[src/rtl/serial_add_pkg.sv]
// Shared definitions for the bit-serial add sequencer: FSM state encoding
// and the bit-counter width helper.
package serial_add_pkg;

    typedef enum logic [1:0] {
        ST_IDLE = 2'd0,
        ST_RUN  = 2'd1,
        ST_DONE = 2'd2
    } state_t;

    // Bit counter must index bits 0..w-1 and never be zero-width.
    function automatic int cnt_width(input int w);
        return (w <= 1) ? 1 : $clog2(w);
    endfunction

endpackage

[src/rtl/fa_bit.sv]
// Purely combinational 1-bit full adder; the shared datapath cell that the
// sequencer time-shares across all bit positions.
module fa_bit (
    input  logic x,
    input  logic y,
    input  logic z,
    output logic s,
    output logic c
);

    assign s = x ^ y ^ z;
    assign c = (x & y) | (x & z) | (y & z);

endmodule

[src/rtl/serial_add_ctrl.sv]
// Bit-serial add sequencer: one full-adder cell processes a WIDTH-bit add
// LSB first, one bit per clock, with start/busy/done handshake.
// Optional macro SERIAL_ADD_OVF_EN adds a registered signed-overflow output.
module serial_add_ctrl
    import serial_add_pkg::*;
#(
    parameter int WIDTH = 8
) (
    input  logic             clk,
    input  logic             rst,
    input  logic             start,
    input  logic [WIDTH-1:0] a,
    input  logic [WIDTH-1:0] b,
    input  logic             cin,
    output logic             busy,
    output logic             done,
    output logic [WIDTH-1:0] sum,
    output logic             cout
`ifdef SERIAL_ADD_OVF_EN
    ,
    output logic             ovf
`endif
);

    localparam int CW = cnt_width(WIDTH);

    state_t           state_reg;
    state_t           state_next;
    logic             accept;
    logic             last_bit;

    logic [WIDTH-1:0] a_sh_reg;
    logic [WIDTH-1:0] b_sh_reg;
    logic [WIDTH-1:0] sum_reg;
    logic [CW-1:0]    cnt_reg;
    logic             carry_reg;
    logic             cout_reg;

    logic             cell_s;
    logic             cell_c;

    // The single shared adder cell sees the current LSBs and running carry.
    fa_bit u_fa (
        .x (a_sh_reg[0]),
        .y (b_sh_reg[0]),
        .z (carry_reg),
        .s (cell_s),
        .c (cell_c)
    );

    assign last_bit = (cnt_reg == CW'(WIDTH - 1));

    // Next-state logic; a new request is taken only when not busy.
    always_comb begin
        state_next = state_reg;
        accept     = 1'b0;
        case (state_reg)
            ST_IDLE: begin
                if (start) begin
                    accept     = 1'b1;
                    state_next = ST_RUN;
                end
            end
            ST_RUN: begin
                if (last_bit) begin
                    state_next = ST_DONE;
                end
            end
            ST_DONE: begin
                if (start) begin
                    accept     = 1'b1;
                    state_next = ST_RUN;
                end else begin
                    state_next = ST_IDLE;
                end
            end
            default: state_next = ST_IDLE;
        endcase
    end

    // State register.
    always_ff @(posedge clk) begin
        if (rst) begin
            state_reg <= ST_IDLE;
        end else begin
            state_reg <= state_next;
        end
    end

    // Operand capture and per-bit datapath update.
    always_ff @(posedge clk) begin
        if (rst) begin
            a_sh_reg  <= '0;
            b_sh_reg  <= '0;
            sum_reg   <= '0;
            cnt_reg   <= '0;
            carry_reg <= 1'b0;
            cout_reg  <= 1'b0;
        end else if (accept) begin
            a_sh_reg  <= a;
            b_sh_reg  <= b;
            carry_reg <= cin;
            cnt_reg   <= '0;
        end else if (state_reg == ST_RUN) begin
            sum_reg[cnt_reg] <= cell_s;
            carry_reg        <= cell_c;
            a_sh_reg         <= a_sh_reg >> 1;
            b_sh_reg         <= b_sh_reg >> 1;
            cnt_reg          <= cnt_reg + CW'(1);
            if (last_bit) begin
                cout_reg <= cell_c;
            end
        end
    end

`ifdef SERIAL_ADD_OVF_EN
    logic ovf_reg;

    // Signed overflow: carry into the MSB differs from carry out of it.
    always_ff @(posedge clk) begin
        if (rst) begin
            ovf_reg <= 1'b0;
        end else if (!accept && state_reg == ST_RUN && last_bit) begin
            ovf_reg <= carry_reg ^ cell_c;
        end
    end

    assign ovf = ovf_reg;
`endif

    assign busy = (state_reg == ST_RUN);
    assign done = (state_reg == ST_DONE);
    assign sum  = sum_reg;
    assign cout = cout_reg;

endmodule

[config.mk]
export PLATFORM = sky130hd
export DESIGN_NAME = serial_add_ctrl
export DESIGN_NICKNAME = d
export VERILOG_FILES = /design/src/rtl/serial_add_pkg.sv /design/src/rtl/fa_bit.sv /design/src/rtl/serial_add_ctrl.sv
export SDC_FILE = /design/constraint.sdc
export NUM_CORES = 1
export LEC_CHECK = 0
export CAP_MARGIN = 20
export CORE_ASPECT_RATIO = 1.1
export CORE_MARGIN = 3
export CORE_UTILIZATION = 53
export DETAILED_ROUTE_END_ITERATION = 7
export PLACE_DENSITY = 0.87
export REMOVE_ABC_BUFFERS = 1
export SLEW_MARGIN = 0
export SYNTH_ARGS = -nofsm -noshare
export SYNTH_HDL_FRONTEND = slang
export SYNTH_SLANG_ARGS = --single-unit
[constraint.sdc]
create_clock -name clk -period 1.8 [get_ports clk]
set_input_delay 0.18 -clock clk [delete_from_list [all_inputs] [get_ports clk]]
set_output_delay 0.18 -clock clk [all_outputs]
set_load 0.02 [all_outputs]
==> flow_summary.yaml <==
power:
  switching_share: 0.271
  p_per_area_nw_per_um2: 774
  seqPwrFrac: 0.558
  pwr-share-clk: 0.279
  vdd_drop_max_mv: 0.681
  p_total_uw: 1350
  power.switching_uw: 366
  p_int_uw: 984
  power_frac_comb: 0.163
  p_leak_uw: 0.000636
status:
  status: "finished, final reports clean"
synth:
  ys_top_cells_by_count: "dfxtp_1 (31), nand2_1 (18), nor2_1 (10)"
  ys_warn_count: 0
  ys_ff_latch: 31
  netlist_area_um2: 1420
  yosysUniqueCellTypes: 30
  async_flop_share: 0
  synth_area_per_cell_um2: 9.41
  synth_cells: 151
  synth_area_leaders: "dfxtp_1 (44%), mux2i_1 (6.3%), nand2_1 (4.8%), nand2b_1 (4.0%), a21oi_1 (3.2%)"
  yosysMostFrequentCell: "dfxtp_1"
  synth_ff_type: "dfxtp_1"
  synth_top_area_share: 0.437
  ys_seq_area_frac: 0.437
  synth-edff-count: 0
  synth_largest_area_cell: "dfxtp_1"
setup_path:
  path_cells: "nand2b_4 -> clkinv_2 -> clkdlybuf4s50_1"
  critPathRequiredTime_ns: 1.62
  crit_end: "busy"
  crit_arrival_ns: 1.51
  start_kind: "flip-flop"
  crit_family: "buffers and inverters"
  worst_r2r_startpoint: "carry_reg"
  critPathBufInv: 2
  worst-setup-path-type: "flip-flop to output port"
  startpoint: "state_reg[1]"
  critPathSlowestCell: "clkdlybuf4s50_1"
  reg2reg_to: "sum[3]"
  r2r_slack_ns: 0.45
  end_kind: "output port"
  timing.reg2reg.worst_path_depth: 3
  path_depth: 3
  slowest_delay_ns: 0.59
  path_max_fanout: 11
route:
  wl_per_cell_um: 14.1
  first_pass_iters: 4
  vias_per_cell: 5.74
  wl_mm: 2.97
  via_count: 1211
  drc: 0
  detail-route-antenna-nets: 0
  drt_iter0_drc: 25
timing:
  period_needed_ns: 1.69
  fmax_ghz: 0.591
  drv_slew: 0
  finalHoldViolations: 0
  timing.final.crit_share: 0.940
  maxSlewHeadroom: 0.708
  fin_skew_ns: 0.00979
  hold_ws_ns: 0.431
  rsz0062_at_grt: "false"
  worstMarginPinSlew_ns: 0.438
  fin_tns_setup_ns: 0
  setup_violations: 0
placement:
  place.gp.congestion: 0.738
  post-dp-hpwl_mm: 2.16
  placed_cell_area_um2: 1690
  port_buffers: 30
finish:
  final_area_um2: 1740
  layout.nets: 202
  drive_above_1_share: 0.100
  diodes: 0
  area_growth_syn_to_layout_pct: 22.6
die:
  start_util: 0.564
  dieArea_um2: 3340
  die_w_um: 55.4
  fp-row-count: 19
  boundaryPins: 31
  fp.coreArea_um2: 2520
  die_h_um: 60.3
hold_path:
  min_path_type: "input port to flip-flop"
  whs_path_depth: 3
global_route:
  antenna_found_initial: 0
  grt_use_total: 0.196
  grt_pass1_vias: 1250
  grt_start_max_net_pins: 26
  grt_pass1_wl_mm: 5.13
  grt_overflow_total: 0
clocking:
  insertion_delay_ns: 0.33
  cts_buffer_depth: 2
  cts.sinks: 31
  cts.clk_slew.worst_paths_ns: 0.09
  cts_hold_buffers: 0
  cts_tree: "built"
  cts_buffers: 5
  htree_levels: 2
  cts_root_buf: "clkbuf_4"
flow_run:
  cap_violations: 0
-- metal layers --
| metal | GRT usage | vias to the layer above | share of wire |
|---|---|---|---|
| met5 | 0 | - | 0 |
| met4 | 0.118 | 0 | 0.025 |
| met3 | 0.0626 | 7 | 0.058 |
| met2 | 0.365 | 36 | 0.50 |
| met1 | 0.194 | 574 | 0.41 |
| li1 | - | 594 | - |
-- worst min path at each step --
stage,start,endpoint,slack (ns)
after global placement,cout,cout,0.45
after detailed placement,sum[0],sum[0],0.47
after global routing,a[7],a_sh_reg[7],0.40
after floorplan,rst,a_sh_reg[5],0.25
after CTS,a[7],a_sh_reg[7],0.40
final,a[7],a_sh_reg[7],0.43
-- timing repair --
action	4_1_cts	5_1_grt
buffers inserted	0	0
endpoints found under the setup margin	0	1
resized for setup	0	1
-- worst reg2reg max path: stages, from the launching register on --
cell and delay (ns):
dfxtp_1 0.34, fa_1 0.56, nand2b_1 0.17, mux2i_1 0.20
-- area by class of cell --
type / instances / area, µm²
well taps: 31 / 38.8
repair buffers: 35 / 338
clock inverters: 1 / 5.00
multi-input cells: 105 / 689
inverters: 1 / 5.00
flip-flops and latches: 31 / 622
clock buffers: 7 / 45.0
fillers: 227 / 777
-- layout by cell type (no fill, tap or decap), types with 2 or more instances in the layout --
cell,Yosys,final
dfxtp_1,31,30
clkbuf_4,0,5
a22oi_1,5,5
o22ai_1,3,3
nand2b_1,9,9
nor2_1,10,10
nand2_1,18,18
nor3_1,9,9
a311oi_1,5,5
clkdlybuf4s50_1,0,30
and2b_1,2,2
ha_1,2,2
buf_4,0,5
mux2i_1,9,9
nand3_1,9,9
clkinv_2,1,2
clkbuf_1,3,2
a21oi_1,9,9
nand4b_1,3,3
a311oi_2,2,2
-- power groups by stage --
stage	clock network [µW]	registers (µW)	logic (µW)
6_report	376	753	220
3_5_place_dp	0	768	219
4_1_cts	393	753	219
2_1_floorplan	0	764	119
5_1_grt	423	759	240
3_3_place_gp	0	765	211
-- per-stage QoR --
stage | instances | util | worst slack [ns]
detailed placement | 203 | 0.671 | 0.322
floorplan | 137 | - | 0.436
global placement | 203 | 0.671 | 0.419
CTS | 211 | 0.691 | 0.0336
finish | 211 | 0.692 | 0.108
global route | 211 | 0.692 | 0.0256
-- logic make-up (layout without fill, tap and decap cells) --
group / count (synthesis) / after routing / synth area share
compound gates: 26 / 26 / 0.135
buf+inv: 15 / 44 / 0.0783
simple gates: 66 / 66 / 0.249
mux: 9 / 9 / 0.0634
xor+xnor: 1 / 1 / 0.00616
fa+ha+maj: 3 / 3 / 0.0317
flops: 31 / 31 / 0.437
Note: power is estimated with default switching activity, not from simulation.
